`src/rtl/key_unlock_loader.sv`:
```
// Serial key loader: shifts a KEY_W-bit key in MSB first, compares it to GOLDEN,
// holds key_out high while unlocked and enforces a timed lockout after MAX_FAIL misses.
module key_unlock_loader #(
   parameter int unsigned      KEY_W    = 8,
   parameter logic [KEY_W-1:0] GOLDEN   = 8'hA5,
   parameter int unsigned      MAX_FAIL = 4,
   parameter int unsigned      LOCK_CYC = 16
) (
   input  logic       clk,
   input  logic       rst,
   input  logic       start,
   input  logic       key_valid,
   input  logic       key_bit,
   input  logic       relock,
   output logic       key_ready,
   output logic       key_out,
   output logic       unlocked,
   output logic       lockout,
   output logic       busy,
   output logic [2:0] fail_cnt,
   output logic [2:0] state_dbg
);

   // Handshake: a key bit is taken on a rising edge where key_valid && key_ready;
   // key_valid low in SHIFT simply stalls, there is no timeout.

   localparam int unsigned        CNT_W     = $clog2(KEY_W + 1);
   localparam logic [CNT_W-1:0]   LAST_BIT  = CNT_W'(KEY_W - 1);
   localparam logic [2:0]         FAIL_MAX  = 3'(MAX_FAIL);
   localparam logic [7:0]         LOCK_INIT = 8'(LOCK_CYC - 1);

   typedef enum logic [2:0] {
      S_IDLE     = 3'd0,
      S_SHIFT    = 3'd1,
      S_CHECK    = 3'd2,
      S_UNLOCKED = 3'd3,
      S_LOCKOUT  = 3'd4
   } state_t;

   state_t             state_q, state_d;
   logic [KEY_W-1:0]   sr_q, sr_d;
   logic [CNT_W-1:0]   cnt_q, cnt_d;
   logic [7:0]         timer_q, timer_d;
   logic [2:0]         fail_q, fail_d;
   logic               key_ready_q, key_ready_d;
   logic               key_out_q, key_out_d;
   logic               unlocked_q, unlocked_d;
   logic               lockout_q, lockout_d;
   logic               busy_q, busy_d;

   always_comb begin
      state_d = state_q;
      sr_d    = sr_q;
      cnt_d   = cnt_q;
      timer_d = timer_q;
      fail_d  = fail_q;
      case (state_q)
         S_IDLE: begin
            if (start) begin
               state_d = S_SHIFT;
               sr_d    = '0;
               cnt_d   = '0;
            end
         end
         S_SHIFT: begin
            if (key_valid && key_ready_q) begin
               sr_d  = {sr_q[KEY_W-2:0], key_bit};
               cnt_d = cnt_q + CNT_W'(1);
               if (cnt_q == LAST_BIT) state_d = S_CHECK;
            end
         end
         S_CHECK: begin
            if (sr_q == GOLDEN) begin
               state_d = S_UNLOCKED;
               fail_d  = '0;
            end else begin
               fail_d = fail_q + 3'd1;
               if (fail_d == FAIL_MAX) begin
                  state_d = S_LOCKOUT;
                  timer_d = LOCK_INIT;
               end else begin
                  state_d = S_IDLE;
               end
            end
         end
         // relock wins over start here because start is only looked at in IDLE
         S_UNLOCKED: begin
            if (relock) state_d = S_IDLE;
         end
         S_LOCKOUT: begin
            if (timer_q == 8'd0) begin
               state_d = S_IDLE;
               fail_d  = '0;
            end else begin
               timer_d = timer_q - 8'd1;
            end
         end
         default: state_d = S_IDLE;
      endcase

      // Outputs are decoded from the next state so they register alongside it.
      key_ready_d = (state_d == S_SHIFT);
      key_out_d   = (state_d == S_UNLOCKED);
      unlocked_d  = (state_d == S_UNLOCKED);
      lockout_d   = (state_d == S_LOCKOUT);
      busy_d      = (state_d == S_SHIFT) || (state_d == S_CHECK);
   end

   always_ff @(posedge clk or posedge rst) begin
      if (rst) begin
         state_q     <= S_IDLE;
         sr_q        <= '0;
         cnt_q       <= '0;
         timer_q     <= '0;
         fail_q      <= '0;
         key_ready_q <= 1'b0;
         key_out_q   <= 1'b0;
         unlocked_q  <= 1'b0;
         lockout_q   <= 1'b0;
         busy_q      <= 1'b0;
      end else begin
         state_q     <= state_d;
         sr_q        <= sr_d;
         cnt_q       <= cnt_d;
         timer_q     <= timer_d;
         fail_q      <= fail_d;
         key_ready_q <= key_ready_d;
         key_out_q   <= key_out_d;
         unlocked_q  <= unlocked_d;
         lockout_q   <= lockout_d;
         busy_q      <= busy_d;
      end
   end

   assign key_ready = key_ready_q;
   assign key_out   = key_out_q;
   assign unlocked  = unlocked_q;
   assign lockout   = lockout_q;
   assign busy      = busy_q;
   assign fail_cnt  = fail_q;
   assign state_dbg = state_q;

endmodule

```
`config.mk`:
```
export PLATFORM = sky130hd
export DESIGN_NAME = key_unlock_loader
export DESIGN_NICKNAME = d
export VERILOG_FILES = /design/src/rtl/key_unlock_loader.sv
export SDC_FILE = /design/constraint.sdc
export NUM_CORES = 1
export LEC_CHECK = 0
export CAP_MARGIN = 20
export CELL_PAD_IN_SITES_DETAIL_PLACEMENT = 0
export CELL_PAD_IN_SITES_GLOBAL_PLACEMENT = 2
export CORE_UTILIZATION = 35
export DETAILED_ROUTE_END_ITERATION = 16
export GPL_TIMING_DRIVEN = 0
export PLACE_DENSITY_LB_ADDON = 0.1
export SLEW_MARGIN = 20
export SYNTH_ARGS = -nofsm -noshare
export SYNTH_HDL_FRONTEND = slang
export SYNTH_SLANG_ARGS = --single-unit
```
`constraint.sdc`:
```
create_clock -name clk -period 2.2 [get_ports clk]
set_clock_uncertainty 0.15 [all_clocks]
set_input_delay 0.22 -clock clk [delete_from_list [all_inputs] [get_ports clk]]
set_output_delay 0.22 -clock clk [all_outputs]
set_load 0.05 [all_outputs]
```
* After elaboration in Yosys (flattened, before gate mapping) *
Cells that the tools add are included.

word-level totals
  flip-flop bits (word level) = 30
  bits of input ports = 6
  output and inout bits = 11
  word-level logic and storage cells = 59

cells by class
  $add $sub $neg = 3
  equal/unequal tests = 17
  mux-type cells = 21
  reductions and logical operators = 9

operators with widths
  kind                                                                number
  8-bit 2-to-1 mux                                                    5
  8-bit case mux with 2 select lines                                  2
  3-bit 2-to-1 mux                                                    9
  3-bit case mux with 5 select lines                                  1
  3-bit by 2-bit == test with 1-bit output, second input constant     4
  2-bit != test, second input constant                                6
  3-bit == test, second input constant                                3
  8-bit == test, second input constant                                1
  8-bit zero test                                                     1
  4-bit 2-to-1 mux                                                    2
  4-bit case mux with 2 select lines                                  1
  8-bit by 1-bit subtractor with 8-bit output, second input constant  1
  3-bit by 1-bit == test with 1-bit output, second input constant     2
  3-bit case mux with 2 select lines                                  1
  4-bit by 1-bit adder with 4-bit output, second input constant       1
  4-bit by 3-bit == test with 1-bit output, second input constant     1
  4-bit AND reduction                                                 1
  2-bit nonzero test                                                  2
  3-bit by 1-bit adder with 3-bit output, second input constant       1
  3-bit zero test                                                     1
  3-bit AND reduction                                                 1
  2-bit AND reduction                                                 1
  1-bit logical AND                                                   1
  1-bit logical OR                                                    1

* Longest topological paths before layout *
  depth in word-level cells = 7
  depth in mapped cells = 6
  gate-level depth less buffers = 6

* Least setup slack after synthesis *
No wires, ideal clock.

  path type = register to register
  from = register state_q[1] (netlist: state_dbg[1])
  to = register cnt_q[0]
  library setup time = 0.125 ns
  arrival time = 1.728 ns
  required time = 1.925 ns
  setup slack = 0.197 ns
  cell stages (with the launch flop) = 6
  path buffers = 1
  clock period less this slack = 2.003 ns
  cell sequence = dfrtp_1 > or2_2 > clkbuf_1 > nor3b_1 > nor2_1 > mux2_2

between the ends
  cells in the longest elaborated chain, start to end = 3
  elaborated cells on any way between the ends = 7
  those cells by class = eq/ne: 3; mux: 1; reduce/logical: 3

ends and longest elaborated chain
  what                                                                         RTL line  source
  start, declared                                                              40        state_t state_q, state_d;
  start signal, assigned                                                       122       state_q <= state_d;
  3-bit by 1-bit == test with 1-bit output or 3-bit zero test (tied branches)  57        case (state_q)
  2-bit != test (no source line) or 2-bit nonzero test (tied branches)         n/a
  3-bit AND reduction (no source line)                                         n/a
  end signal, assigned                                                         124       cnt_q <= cnt_d;
  end, declared                                                                42        logic [CNT_W-1:0] cnt_q, cnt_d;

Parallel ways exist; a longest one is shown, timed or not.
A chain may end at the register's enable or synchronous reset.

* Worst setup path in the final report *
Ends and elaborated chain as after synthesis.

==> flow_summary.yaml <==
logic_synthesis:
  syn-cell-area_um2: 1549
  synth-main-ff-cell: "dfrtp_1"
  syn_inst: 158
  yosys_register_bits: 30
  yosysMostFrequentCell: "dfrtp_1"
  synth.top_cells.by_area: "dfrtp_1 48%, nand2_1 7.0%, o21ai_0 5.5%"
  avgSynthCellArea_um2: 9.804
  yosys.area.top_type: "dfrtp_1"
  synth_edf_count: 0
  syn_nets: 169
  synth_top_area_share_pct: 48.47
  yosys_warnings: 0
  yosysUniqueCellTypes: 43
  async_reset_ff_share_pct: 100.0
  seq_area_frac_synth_pct: 48.47
  ys_top_cells_by_count: "30 x dfrtp_1, 29 x nand2_1, 17 x o21ai_0"
cts:
  cts_root_buf: "clkbuf_8"
  cts_resized: 0
  cts_sinks: 30
  worstSkewPairLatency_ns: 0.28
  postCtsHoldBufs: 0
  numCtsBuffers: 5
  clkTransAtPathRegs_ns: 0.06
  cts_tree: "yes"
  htreeDepth: 2
  postCtsSetupBuffers: 0
  clockBufferDepth: 2
grt:
  grt_pass1_wl_um: 5768
  grt_usage_pct: 17.38
  grt_remaining_overflow: 0
  grt_pass1_vias: 1190
  antenna_found_initial: 0
  grt_max_degree: 31
setup_path:
  end_kind: "register"
  cp.arrival_ns: 2.05
  crit_required_ns: 2.21
  critPathLaunchType: "register"
  cp_max_fo: 10
  crit_type: "reg -> reg"
sta:
  max_slew_margin_pct: 57.35
  fin_crit_ns: 2.036
  worst_pin_slew_ns: 0.6388
  grt_setup_unrepaired: "no"
  final.setup.tns_ns: 0
  maxSlewViolCount: 0
  fmax_mhz: 491.2
  hold_viol: 0
  timing.final.ws_setup_ns: 0.1640
  final.period_utilization_pct: 92.55
  hold_ws_ns: 0.1857
  setup_viol_count_final: 0
finish:
  layout-drive-gt1-share_pct: 10.99
  area_growth_syn_to_layout_pct: 20.27
  diodes: 0
  nFillCells: 410
  nNetsFinal: 192
pwr:
  ir_drop_mv: 0.6840
  power.density_nw_per_um2: 1136
  power.internal_mw: 1.267
  pwr-share-seq_pct: 38.7
  net-switching-power_mw: 0.8488
  finalPower_mw: 2.116
  clkPwrFrac_pct: 21.2
  cellLeakagePower_nw: 0.8324
  switching_share_pct: 40.11
  combPwrFrac_pct: 40.0
drt:
  viasPerCell: 5.155
  remaining_drc_errors: 0
  dr.pass1.iters: 4
  via_count: 1196
  finalWirelength_um: 3335
  ant_nets: 0
  initialDrtViolationCount: 48
  avgRoutedWirePerCell_um: 14.38
placement:
  finalWeightedCongestion: 0.7845
  dp_worst_setup_slack_ns: 0.1684
  dpl.hpwl_um: 2407
  port_buffers: 16
floorplanning:
  start_util_pct: 37.64
  die_w_um: 68.53
  core_um2: 4115
  ios: 17
  dieArea_um2: 4696
  die_h_um: 68.53
  rows: 23
worst_hold_path:
  min_path_type: "in -> async"
run_status:
  run_status: "completed"
flow_run:
  cap_violations: 0
==> per-stage QoR <==
stage                     cells  util [%]  area, um^2
after floorplan             158         -        1549
after global placement      224     43.05        1772
after detailed placement    224     43.05        1772
after CTS                   232     45.27        1863
after global routing        232     45.27        1863
final                       232     45.27        1863
==> routing by layer <==
layer / global-route usage (%) / vias up / routed length [um]
met5: 0 / - / 0
met4: 7.813 / 0 / 53
met3: 4.934 / 4 / 81
met2: 25.25 / 17 / 1464
met1: 23.77 / 574 / 1736
li1: - / 601 / -
==> power by group through the flow <==
stage	registers (mW)	logic, mW	clock network (mW)
after floorplan	0.978	0.445	0
after global placement	0.821	0.846	0
after detailed placement	0.828	0.853	0
after CTS	0.820	0.856	0.470
after global routing	0.841	0.947	0.502
final	0.820	0.847	0.449
==> sequential cells by signal, summed over array words and instances (netlist names) <==
name / flops
cnt_q: 4
key_ready: 1
sr_q: 8
busy: 1
fail_cnt: 3
timer_q: 8
state_dbg: 3
unlocked: 1
lockout: 1
==> cell usage in the layout, fill, tap and decap left out, types with 2 or more instances in the layout <==
master / n
dfrtp_1: 30
nand2_1: 29
o21ai_0: 17
clkdlybuf4s50_1: 16
nor2_1: 10
inv_1: 6
clkbuf_8: 6
xnor2_1: 5
ha_1: 5
nor3_1: 4
a211oi_1: 4
buf_2: 3
clkbuf_1: 3
nor2b_1: 3
nand2b_1: 2
nor3b_1: 2
o41ai_1: 2
o22ai_1: 2
a21o_1: 2
a2bb2oi_1: 2
nand4bb_1: 2
or4_1: 2
==> worst paths after layout <==
kind                                   start            to  slack [ns]  cells after the start
worst max register to register  state_dbg[1]      cnt_q[0]        0.16                      5
worst min-delay path                     rst      unlocked        0.19                      2
worst min register to register      cnt_q[3]  state_dbg[1]        0.36                      1
min in group clk                     key_bit       sr_q[0]        0.35                      3
max in group asynchronous                rst      cnt_q[3]        1.28                      2
worst max-delay path            state_dbg[1]      cnt_q[0]        0.16                      5
==> kinds of logic (layout without fill, tap and decap cells) <==
group | after synthesis | count (layout) | share of synthesized area (%)
buffers and inverters | 13 | 37 | 3.635
XOR/XNOR | 5 | 5 | 2.827
AO/OA/AOI/OAI | 37 | 37 | 16.08
multiplexers | 2 | 2 | 1.373
flip-flops | 30 | 30 | 48.47
AND/OR/NAND/NOR | 66 | 66 | 23.59
adder cells (fa/ha/maj) | 5 | 5 | 4.039
==> final cells by class <==
cell class	count	area (um^2)	share of cell area (%)
repair buffers	16	160.2	8.596
inverters	7	26.28	1.410
clock inverters	1	5.005	0.2686
flip-flops and latches	30	750.7	40.30
multi-input cells	115	742.0	39.83
plain buffers	6	30.03	1.612
well taps	50	62.56	3.358
clock buffers	7	86.33	4.634
==> critical path, cell delays in order, from the launching register on <==
cell	delay, ns
dfrtp_1	0.48
or2_2	0.31
clkbuf_1	0.20
nor3b_1	0.41
nor2_1	0.10
mux2_2	0.27
(Power assumes the default switching activity.)
